**config.mk**
```make
export PLATFORM = sky130hd
export DESIGN_NAME = iseq_dispatcher_mc
export DESIGN_NICKNAME = d
export VERILOG_FILES = /design/src/rtl/iseq_dispatcher_mc.sv
export SDC_FILE = /design/constraint.sdc
export NUM_CORES = 1
export LEC_CHECK = 0
export ABC_AREA = 1
export BUFFER_PORTS_ARGS = -buffer_cell sky130_fd_sc_hd__buf_4
export CAP_MARGIN = 20
export CORE_MARGIN = 2
export CORE_UTILIZATION = 44
export CTS_CLUSTER_SIZE = 30
export DETAILED_ROUTE_END_ITERATION = 10
export GPL_TIMING_DRIVEN = 0
export HOLD_SLACK_MARGIN = 0.02
export PLACE_DENSITY = 0.88
export SYNTH_ARGS = -nofsm -noshare
export SYNTH_HDL_FRONTEND = slang
export SYNTH_SLANG_ARGS = --single-unit
```
**constraint.sdc**
```tcl
create_clock -name clk -period 1.76 [get_ports clk]
set_clock_uncertainty 0.15 [all_clocks]
set_input_delay 0.176 -clock clk [delete_from_list [all_inputs] [get_ports clk]]
set_output_delay 0.176 -clock clk [all_outputs]
set_load 0.05 [all_outputs]
```
**src/rtl/iseq_dispatcher_mc.sv**
```systemverilog
// ---------------------------------------------------------------------------
// iseq_dispatcher_mc
//
// Multi-lane instruction-sequence front end for the DFI command path.
// Each enabled lane drains its first-word-fall-through instruction FIFO into
// a one-entry holding register. That register drives the instruction
// dispatcher through a valid/ack handshake.
//
// A run starts on process_iseq_i and is limited to the lanes selected by
// lane_mask_i. It ends in one of two ways:
//   - every enabled lane has drained;
//   - abort_iseq_i is raised. Held words are then dropped and the FIFOs are
//     flushed.
// instr_count_o counts completed handshakes and saturates at its maximum.
//
// Ports
//   clk                clock
//   rst_n              asynchronous active-low reset
//   process_iseq_i     start pulse (IDLE only)
//   lane_mask_i        lanes taking part, captured with the start
//   abort_iseq_i       abort request (RUN only)
//   busy_o             run or flush in progress
//   done_o             one-cycle pulse at the end of a run or flush
//   aborted_o          last run ended by abort; held until the next start
//   instr_count_o      handshakes completed in the current or last run
//   lane_fifo_rd_o     per-lane FIFO pop
//   lane_fifo_empty_i  per-lane FIFO empty
//   lane_fifo_data_i   per-lane FIFO head word, lane i at [i*W +: W]
//   disp_valid_o       per-lane holding register valid
//   disp_data_o        per-lane holding register contents
//   disp_ack_i         per-lane dispatcher accept
// ---------------------------------------------------------------------------
//
// state    | meaning
// ---------+-----------------------------------------------------------------
// ST_IDLE  | waiting for process_iseq_i; count and aborted flag hold
// ST_RUN   | draining enabled FIFOs into holding registers
// ST_FLUSH | after abort: holding registers empty, FIFOs popped until empty
module iseq_dispatcher_mc #(
    parameter int NUM_LANES   = 2,
    parameter int INSTR_WIDTH = 32,
    parameter int CNT_WIDTH   = 16
) (
    input  logic                             clk,
    input  logic                             rst_n,
    input  logic                             process_iseq_i,
    input  logic [NUM_LANES-1:0]             lane_mask_i,
    input  logic                             abort_iseq_i,
    output logic                             busy_o,
    output logic                             done_o,
    output logic                             aborted_o,
    output logic [CNT_WIDTH-1:0]             instr_count_o,
    output logic [NUM_LANES-1:0]             lane_fifo_rd_o,
    input  logic [NUM_LANES-1:0]             lane_fifo_empty_i,
    input  logic [NUM_LANES*INSTR_WIDTH-1:0] lane_fifo_data_i,
    output logic [NUM_LANES-1:0]             disp_valid_o,
    output logic [NUM_LANES*INSTR_WIDTH-1:0] disp_data_o,
    input  logic [NUM_LANES-1:0]             disp_ack_i
);

    localparam logic [1:0] ST_IDLE  = 2'd0;
    localparam logic [1:0] ST_RUN   = 2'd1;
    localparam logic [1:0] ST_FLUSH = 2'd2;

    // Wide enough to hold the count plus up to eight handshakes in one cycle
    // without losing the overflow bit.
    localparam int SUM_W = CNT_WIDTH + 4;

    logic [1:0]                       state_q, state_d;
    logic                             busy_q, busy_d;
    logic                             done_q, done_d;
    logic                             aborted_q, aborted_d;
    logic [NUM_LANES-1:0]             mask_q, mask_d;
    logic [NUM_LANES-1:0]             valid_q, valid_d;
    logic [NUM_LANES*INSTR_WIDTH-1:0] data_q, data_d;
    logic [CNT_WIDTH-1:0]             count_q, count_d;

    logic [NUM_LANES-1:0] ready;
    logic [NUM_LANES-1:0] pop;
    logic [NUM_LANES-1:0] hs;
    logic [NUM_LANES-1:0] lane_idle;
    logic [NUM_LANES-1:0] lane_drained;
    logic                 run_done;
    logic                 flush_done;
    logic [3:0]           hs_cnt;
    logic [SUM_W-1:0]     count_sum;
    logic [CNT_WIDTH-1:0] count_sat;

    // Per-lane handshake and pop decisions.
    always_comb begin
        ready        = '0;
        pop          = '0;
        hs           = '0;
        lane_idle    = '0;
        lane_drained = '0;
        hs_cnt       = '0;
        for (int i = 0; i < NUM_LANES; i++) begin
            ready[i]        = ~valid_q[i] | disp_ack_i[i];
            hs[i]           = valid_q[i] & disp_ack_i[i];
            // Masked-off lanes always count as finished.
            lane_idle[i]    = ~mask_q[i] | (lane_fifo_empty_i[i] & ~valid_q[i]);
            lane_drained[i] = ~mask_q[i] | lane_fifo_empty_i[i];
            if (state_q == ST_RUN) begin
                pop[i] = mask_q[i] & ready[i] & ~lane_fifo_empty_i[i];
            end else if (state_q == ST_FLUSH) begin
                pop[i] = mask_q[i] & ~lane_fifo_empty_i[i];
            end
            hs_cnt = hs_cnt + 4'(hs[i]);
        end
        run_done   = &lane_idle;
        flush_done = &lane_drained;
    end

    // Saturating count update.
    always_comb begin
        count_sum = SUM_W'(count_q) + SUM_W'(hs_cnt);
        if (count_sum[SUM_W-1:CNT_WIDTH] != '0) begin
            count_sat = '1;
        end else begin
            count_sat = count_sum[CNT_WIDTH-1:0];
        end
    end

    // Control FSM.
    always_comb begin
        state_d   = state_q;
        mask_d    = mask_q;
        aborted_d = aborted_q;
        count_d   = count_q;
        done_d    = 1'b0;
        case (state_q)
            ST_IDLE: begin
                if (process_iseq_i) begin
                    state_d   = ST_RUN;
                    mask_d    = lane_mask_i;
                    aborted_d = 1'b0;
                    count_d   = '0;
                end
            end
            ST_RUN: begin
                // A handshake in the abort cycle still counts.
                count_d = count_sat;
                if (abort_iseq_i) begin
                    state_d = ST_FLUSH;
                end else if (run_done) begin
                    state_d = ST_IDLE;
                    done_d  = 1'b1;
                end
            end
            ST_FLUSH: begin
                if (flush_done) begin
                    state_d   = ST_IDLE;
                    done_d    = 1'b1;
                    aborted_d = 1'b1;
                end
            end
            default: begin
                state_d = ST_IDLE;
            end
        endcase
        busy_d = (state_d != ST_IDLE);
    end

    // Holding registers.
    always_comb begin
        valid_d = valid_q;
        data_d  = data_q;
        for (int i = 0; i < NUM_LANES; i++) begin
            if (pop[i]) begin
                valid_d[i]                              = 1'b1;
                data_d[i*INSTR_WIDTH +: INSTR_WIDTH]    = lane_fifo_data_i[i*INSTR_WIDTH +: INSTR_WIDTH];
            end else if (hs[i]) begin
                valid_d[i] = 1'b0;
            end
        end
        // Words held when an abort lands are dropped without being counted.
        if (state_d == ST_FLUSH) begin
            valid_d = '0;
        end
    end

    always_ff @(posedge clk or negedge rst_n) begin
        if (!rst_n) begin
            state_q   <= ST_IDLE;
            busy_q    <= 1'b0;
            done_q    <= 1'b0;
            aborted_q <= 1'b0;
            mask_q    <= '0;
            valid_q   <= '0;
            data_q    <= '0;
            count_q   <= '0;
        end else begin
            state_q   <= state_d;
            busy_q    <= busy_d;
            done_q    <= done_d;
            aborted_q <= aborted_d;
            mask_q    <= mask_d;
            valid_q   <= valid_d;
            data_q    <= data_d;
            count_q   <= count_d;
        end
    end

    assign busy_o         = busy_q;
    assign done_o         = done_q;
    assign aborted_o      = aborted_q;
    assign instr_count_o  = count_q;
    assign lane_fifo_rd_o = pop;
    assign disp_valid_o   = valid_q;
    assign disp_data_o    = data_q;

endmodule

```
==> metrics, run 1 <==
outcome finished, violations left; violated checks negative setup slack; Util after Layout between 70% and 80%; Final Setup Violations 42; PortBufs 160; Mean Syn Cell Area 8.27 sq um; Non-Filler Instances just under 900; TritonCTS buffer count 9; overall power 11.7 mW; syn nets 579; clock slew at reported path FFs 90 ps; Via density ~5.0; DRT Pass-1 Iters 5; min Tclk post-route 1970 ps; Pwr Density approximately 1700 nW/um^2; Slew Limit Headroom between 70% and 80%; CTS tree built; Worst Setup Slack post-DPL -230 ps; unrepaired setup endpoints after global routing true; largest cells by area after synthesis dfrtp_1 (54%), nand2_1 (24%), inv_1 (2.3%); Fin Hold WS 120 ps; Initial Util 45.1%; synthesized area 4130 sq um; wire length per cell between 15 and 20 um; cells after synthesis 499; global route overflow 0; CTS H-tree depth 3; commonest cells after routing, fill and taps aside nand2_1 (261), buf_4 (183), dfrtp_1 (85), dlygate4sd3_1 (70), inv_1 (21); HP Class primary input to asynchronous set/reset pin; crit path kind flip-flop to output pin; Seq/Total Area, Yosys a little over half; Vias ~4400; Yosys reg bits between 80 and 90; area of the multi-input gates 1890 sq um; RD Place Congestion 0.849; die width roughly 100 um; Syn. warnings 0; crit end category output pin; Cell variety after synth 37; Final Hold Viols 0; largest net degree at the start of global routing 90; register area about 2200 sq um; Inst Count DP 770; startpoint types flip-flop; clock sinks between 80 and 90; max_cap viols 0; most common cell after layout, fill and taps aside nand2_1; CTS max path bufs 2; period utilization 112%; slew of the pin with the lowest slew margin 368 ps; initial antenna violation count 0; Filler cells between 500 and 600; Post-DP HPWL 7840 um; crit-path max FO 3; total track usage 27.8%; Post-synth EDFFs 0; Top FF cell, synth dfrtp_1; ANT cells 0; Crit path required time 1430 ps; fmax around 510 MHz; arrival time worst endpoint between 1500 and 2000 ps; DRT iter0 DRCs 113; post-synth top area share between 50% and 60%; Synth async-reset ratio 100%; vias in the first global route between 4000 and 5000; clock latency on the worst-skew pair about 360 ps; full die area a little over 10000 sq um; final max-slew violation count 0; residual DRC count 0; P_leak roughly 3.6 nW; fin nets 842; first-pass GRT wire length ~22000 um; synth-to-layout area growth 66.0%; die extent in y between 100 and 150 um; DRT antenna net count 0; IO Count 161; final setup margin -215 ps; # rows 35; Root Buffer clkbuf_8; Post-Route WL 14200 um; post-synth top area cell dfrtp_1; core footprint a little over 9000 sq um; layout cells sized above 1 35.7%; Peak VDD IR 1.22 mV
## synthesized netlist by cell type, types with 4 or more instances
cell type	count
nand4_1	5
nor2_1	21
inv_1	25
buf_2	6
o21ai_0	10
o21ai_1	7
buf_6	6
nand2_2	6
nand2_1	266
a21oi_1	5
nand3_1	12
nor2_2	4
ha_1	5
dfrtp_1	89
xor2_1	4
## final timing paths
path                                      startpoint           endpoint  slack (ps)  cells after the start
worst max-delay path                      state_q[1]  lane_fifo_rd_o[1]        -210                      8
worst max register to register       disp_valid_o[0]   instr_count_o[3]        -130                     10
worst min register to register       disp_data_o[36]    disp_data_o[36]         340                      2
worst min-delay path                           rst_n     disp_data_o[6]         120                      2
max in group asynchronous                      rst_n    disp_data_o[36]         710                      3
min in group clk                lane_fifo_empty_i[0]         state_q[0]         120                      6
## layout make-up
| type | count | area share (%) |
|---|---|---|
| clock buffer | 11 | 2.06 |
| multi-input combinational | 368 | 27.6 |
| sequential | 89 | 32.6 |
| timing repair buffer | 253 | 30.8 |
| inverter | 29 | 1.81 |
| clock inverter | 5 | 1.28 |
| buffer | 12 | 1.77 |
| tap | 111 | 2.03 |
## where the power goes
| group | leakage (nW) | switching, mW | internal [mW] |
|---|---|---|---|
| Combinational | 2.39 | 4.56 | 2.19 |
| Sequential | 1.14 | 0.543 | 2.81 |
| Clock | 0.112 | 0.777 | 0.853 |
## cell families (layout without fill, tap and decap cells)
kind of cell / after synthesis / count (layout) / synth area share [%]
buffers and inverters: 42 / 310 / 5.27
multiplexers: 2 / 2 / 0.545
XOR/XNOR: 4 / 4 / 0.848
flip-flops: 89 / 89 / 53.9
AND/OR/NAND/NOR: 328 / 328 / 33.4
adder cells (fa/ha/maj): 6 / 6 / 2.00
AO/OA/AOI/OAI: 28 / 28 / 4.00
## registers in the layout, indices dropped and copies added, names as in the netlist
name / flops
busy_o: 1
done_o: 1
state_q: 2
mask_q: 2
disp_data_o: 64
instr_count_o: 16
aborted_o: 1
disp_valid_o: 2
## critical path, cell delays in order (launching register included)
cell and delay (ps):
dfrtp_1 430, inv_2 80, ha_4 180, nor2_4 120, nor2_4 50, nand2_4 100
clkinv_4 60, buf_8 120, buf_8 140
## metal layers
layer	up-vias	global-route usage [%]	wire, um
met1	2105	32.9	5500
met5	-	0	0
met2	185	49.2	7400
li1	2065	-	-
met4	0	11.1	382
met3	37	5.89	959
## metrics by stage
step                instance area (sq um)  setup TNS, ps
global route                         6850          -8240
finish                               6850          -3780
floorplan                            4150          -3090
CTS                                  6700          -2360
global placement                     5490          -2210
detailed placement                   5490          -4830
## what timing repair did
action                                 4_1_cts  5_1_grt
setup buffers                               18        5
setup endpoints to repair                   79       79
pin swaps                                   11       10
resized for setup                           36       29
endpoints found under the hold margin      158        0
cloned                                       0        0
hold buffers                                70        0
(Power assumes the default switching activity.)
==> inputs of run 2 (changes only) <==
GPL_TIMING_DRIVEN = 1   (was 0)
SKIP_LAST_GASP = 1   (was default)
SLEW_MARGIN = 10   (was default)
==> metrics, run 2 (synthesis gave the netlist of run 1 again) <==
outcome finished, violations left; violated checks negative setup slack; crit-path max FO 5 (+2); startpoint types flip-flop; P_leak 3.67 nW (+0.61%); final max-slew violation count 0 (unchanged); clock sinks 89 (unchanged); clock slew at reported path FFs 100 ps (about the same); Vias 4388 (-0.091%); RD Place Congestion 0.861 (+1.4%); final setup margin -154 ps (+60.6 ps); Root Buffer clkbuf_8; IO Count 161 (unchanged); core footprint 9150 sq um (unchanged); full die area 10200 sq um (unchanged); synth-to-layout area growth 65.2%; area of the multi-input gates 1860 sq um (-2.0%); global route overflow 0 (unchanged); Crit-path slowest cell dfrtp_2; Fin Hold WS 65.6 ps (-54.5 ps); layout cells sized above 1 35.3% (-0.47 points); fmax 522 MHz (+3.2%); DRT Pass-1 Iters 4 (-1); Post-Route WL 14000 um (-1.9%); unrepaired setup endpoints after global routing true; clock latency on the worst-skew pair 350 ps (about the same); residual DRC count 0 (unchanged); CTS tree built; most common cell after layout, fill and taps aside nand2_1; Slew Limit Headroom 67.9% (-7.6 points); crit end category flip-flop; Pwr Density 1680 nW/um^2 (-1.9%); max_cap viols 0 (unchanged); fin nets 838 (-0.48%); die extent in y 101 um (unchanged); CTS max path bufs 2 (unchanged); Post-DP HPWL 8040 um (+2.5%); Filler cells 570 (-3.6%); # rows 35 (unchanged); arrival time worst endpoint 2000 ps (+350 ps); Largest register FFs 64 (unchanged); commonest cells after routing, fill and taps aside nand2_1 (259), buf_4 (176), dfrtp_1 (86), dlygate4sd3_1 (70), inv_1 (20); Final Setup Violations 23 (-45%); CTS H-tree depth 3 (unchanged); min Tclk post-route 1910 ps (-60.6 ps); total track usage 27.6% (-0.20 points); first-pass GRT wire length 21900 um (about the same); vias in the first global route 4636 (+0.87%); largest net degree at the start of global routing 90 (unchanged); r2r setup slk -150 ps (-20 ps); crit path kind flip-flop to flip-flop; Worst path max stage delay 430 ps (about the same); DRT antenna net count 0 (unchanged); Initial Util 45.1% (unchanged); ANT cells 0 (unchanged); cells along the critical path nand2_2 > inv_2 > fa_2 > buf_4 > buf_6 > nand3_4 > nor2_2 > nor2_1 > nor2_1 > o21ai_2 > nand2_1; Via density 5.02 (+0.37%); Worst Setup Slack post-DPL -121 ps (+108 ps); CP dominant cell by count nor2_1; initial antenna violation count 0 (unchanged); slew of the pin with the lowest slew margin 482 ps (+114 ps); period utilization 109% (-3.4 points); HP Class primary input to flip-flop; Final Hold Viols 0 (unchanged); Peak VDD IR 1.22 mV (about the same); die width 101 um (unchanged); DRT iter0 DRCs 168 (+49%); wire length per cell 16.0 um (-1.4%); register area 2230 sq um (about the same); Crit path required time 1850 ps (+420 ps); Util after Layout 74.5% (-0.36 points); TritonCTS buffer count 9 (unchanged); PortBufs 160 (unchanged)
## run 2: cell count changes in the layout (fill, tap and decap cells not counted), sizes merged
cell / before / now
buf: 195 / 189
clkinv: 2 / 4
inv: 29 / 31
bufbuf: 0 / 1
bufinv: 2 / 1
clkbuf: 11 / 10
clkinvlp: 1 / 0
## run 2: layer usage
metal  part of all wire [%]  GRT usage (%)
met1                     38           32.7
met4                    2.5           11.3
met5                      0              0
met2                     51           48.1
met3                    7.8           6.73
## run 2: worst max-delay path: cells and delay by family (launching register included)
family / cells / cell delay (ps)
buffers and inverters: 3 / 300
and+or+nand+nor: 6 / 430
AOI/OAI and AO/OA: 1 / 110
DFF: 1 / 430
adders and majority gates: 1 / 370
## run 2: power by group
part | leakage (nW) | switching, mW | internal, mW
registers | 1.14 | 0.523 | 2.81
logic | 2.42 | 4.47 | 2.20
clock network | 0.106 | 0.784 | 0.675
total | 3.67 | 5.77 | 5.69
## run 2: worst paths after layout
path,to,cells after the start,from
min reg2reg,disp_data_o[36],2,disp_data_o[36]
min in group asynchronous,disp_data_o[7],3,rst_n
max,instr_count_o[5],11,disp_valid_o[0]
max in group asynchronous,disp_data_o[40],3,rst_n
min,mask_q[1],3,process_iseq_i
max reg2reg,instr_count_o[5],11,disp_valid_o[0]
## run 2: final cells by class
class                      instances  share of cell area (%)
multi-input combinational        368                    27.2
clock inverter                     7                    1.14
tap                              111                    2.04
sequential                        89                    32.7
inverter                          29                    1.71
clock buffer                       9                    1.82
timing repair buffer             261                    33.4
## run 2: repair_timing
action,in CTS,in global routing
endpoints found under the hold margin,158,0
resized for setup,30,23
endpoints found under the setup margin,72,82
setup buffers,11,2
pin swaps,9,9
hold buffers,70,0
cloned,1,1
## run 2: metrics by stage
stage	area [sq um]	std cells	power, mW	setup TNS (ps)
after floorplan	4150	499	7.24	-3090
after global placement	5560	774	9.09	-493
after detailed placement	5560	774	9.24	-1560
after CTS	6690	871	11.1	-1660
after global routing	6820	874	12.0	-5240
final	6820	874	11.5	-1850
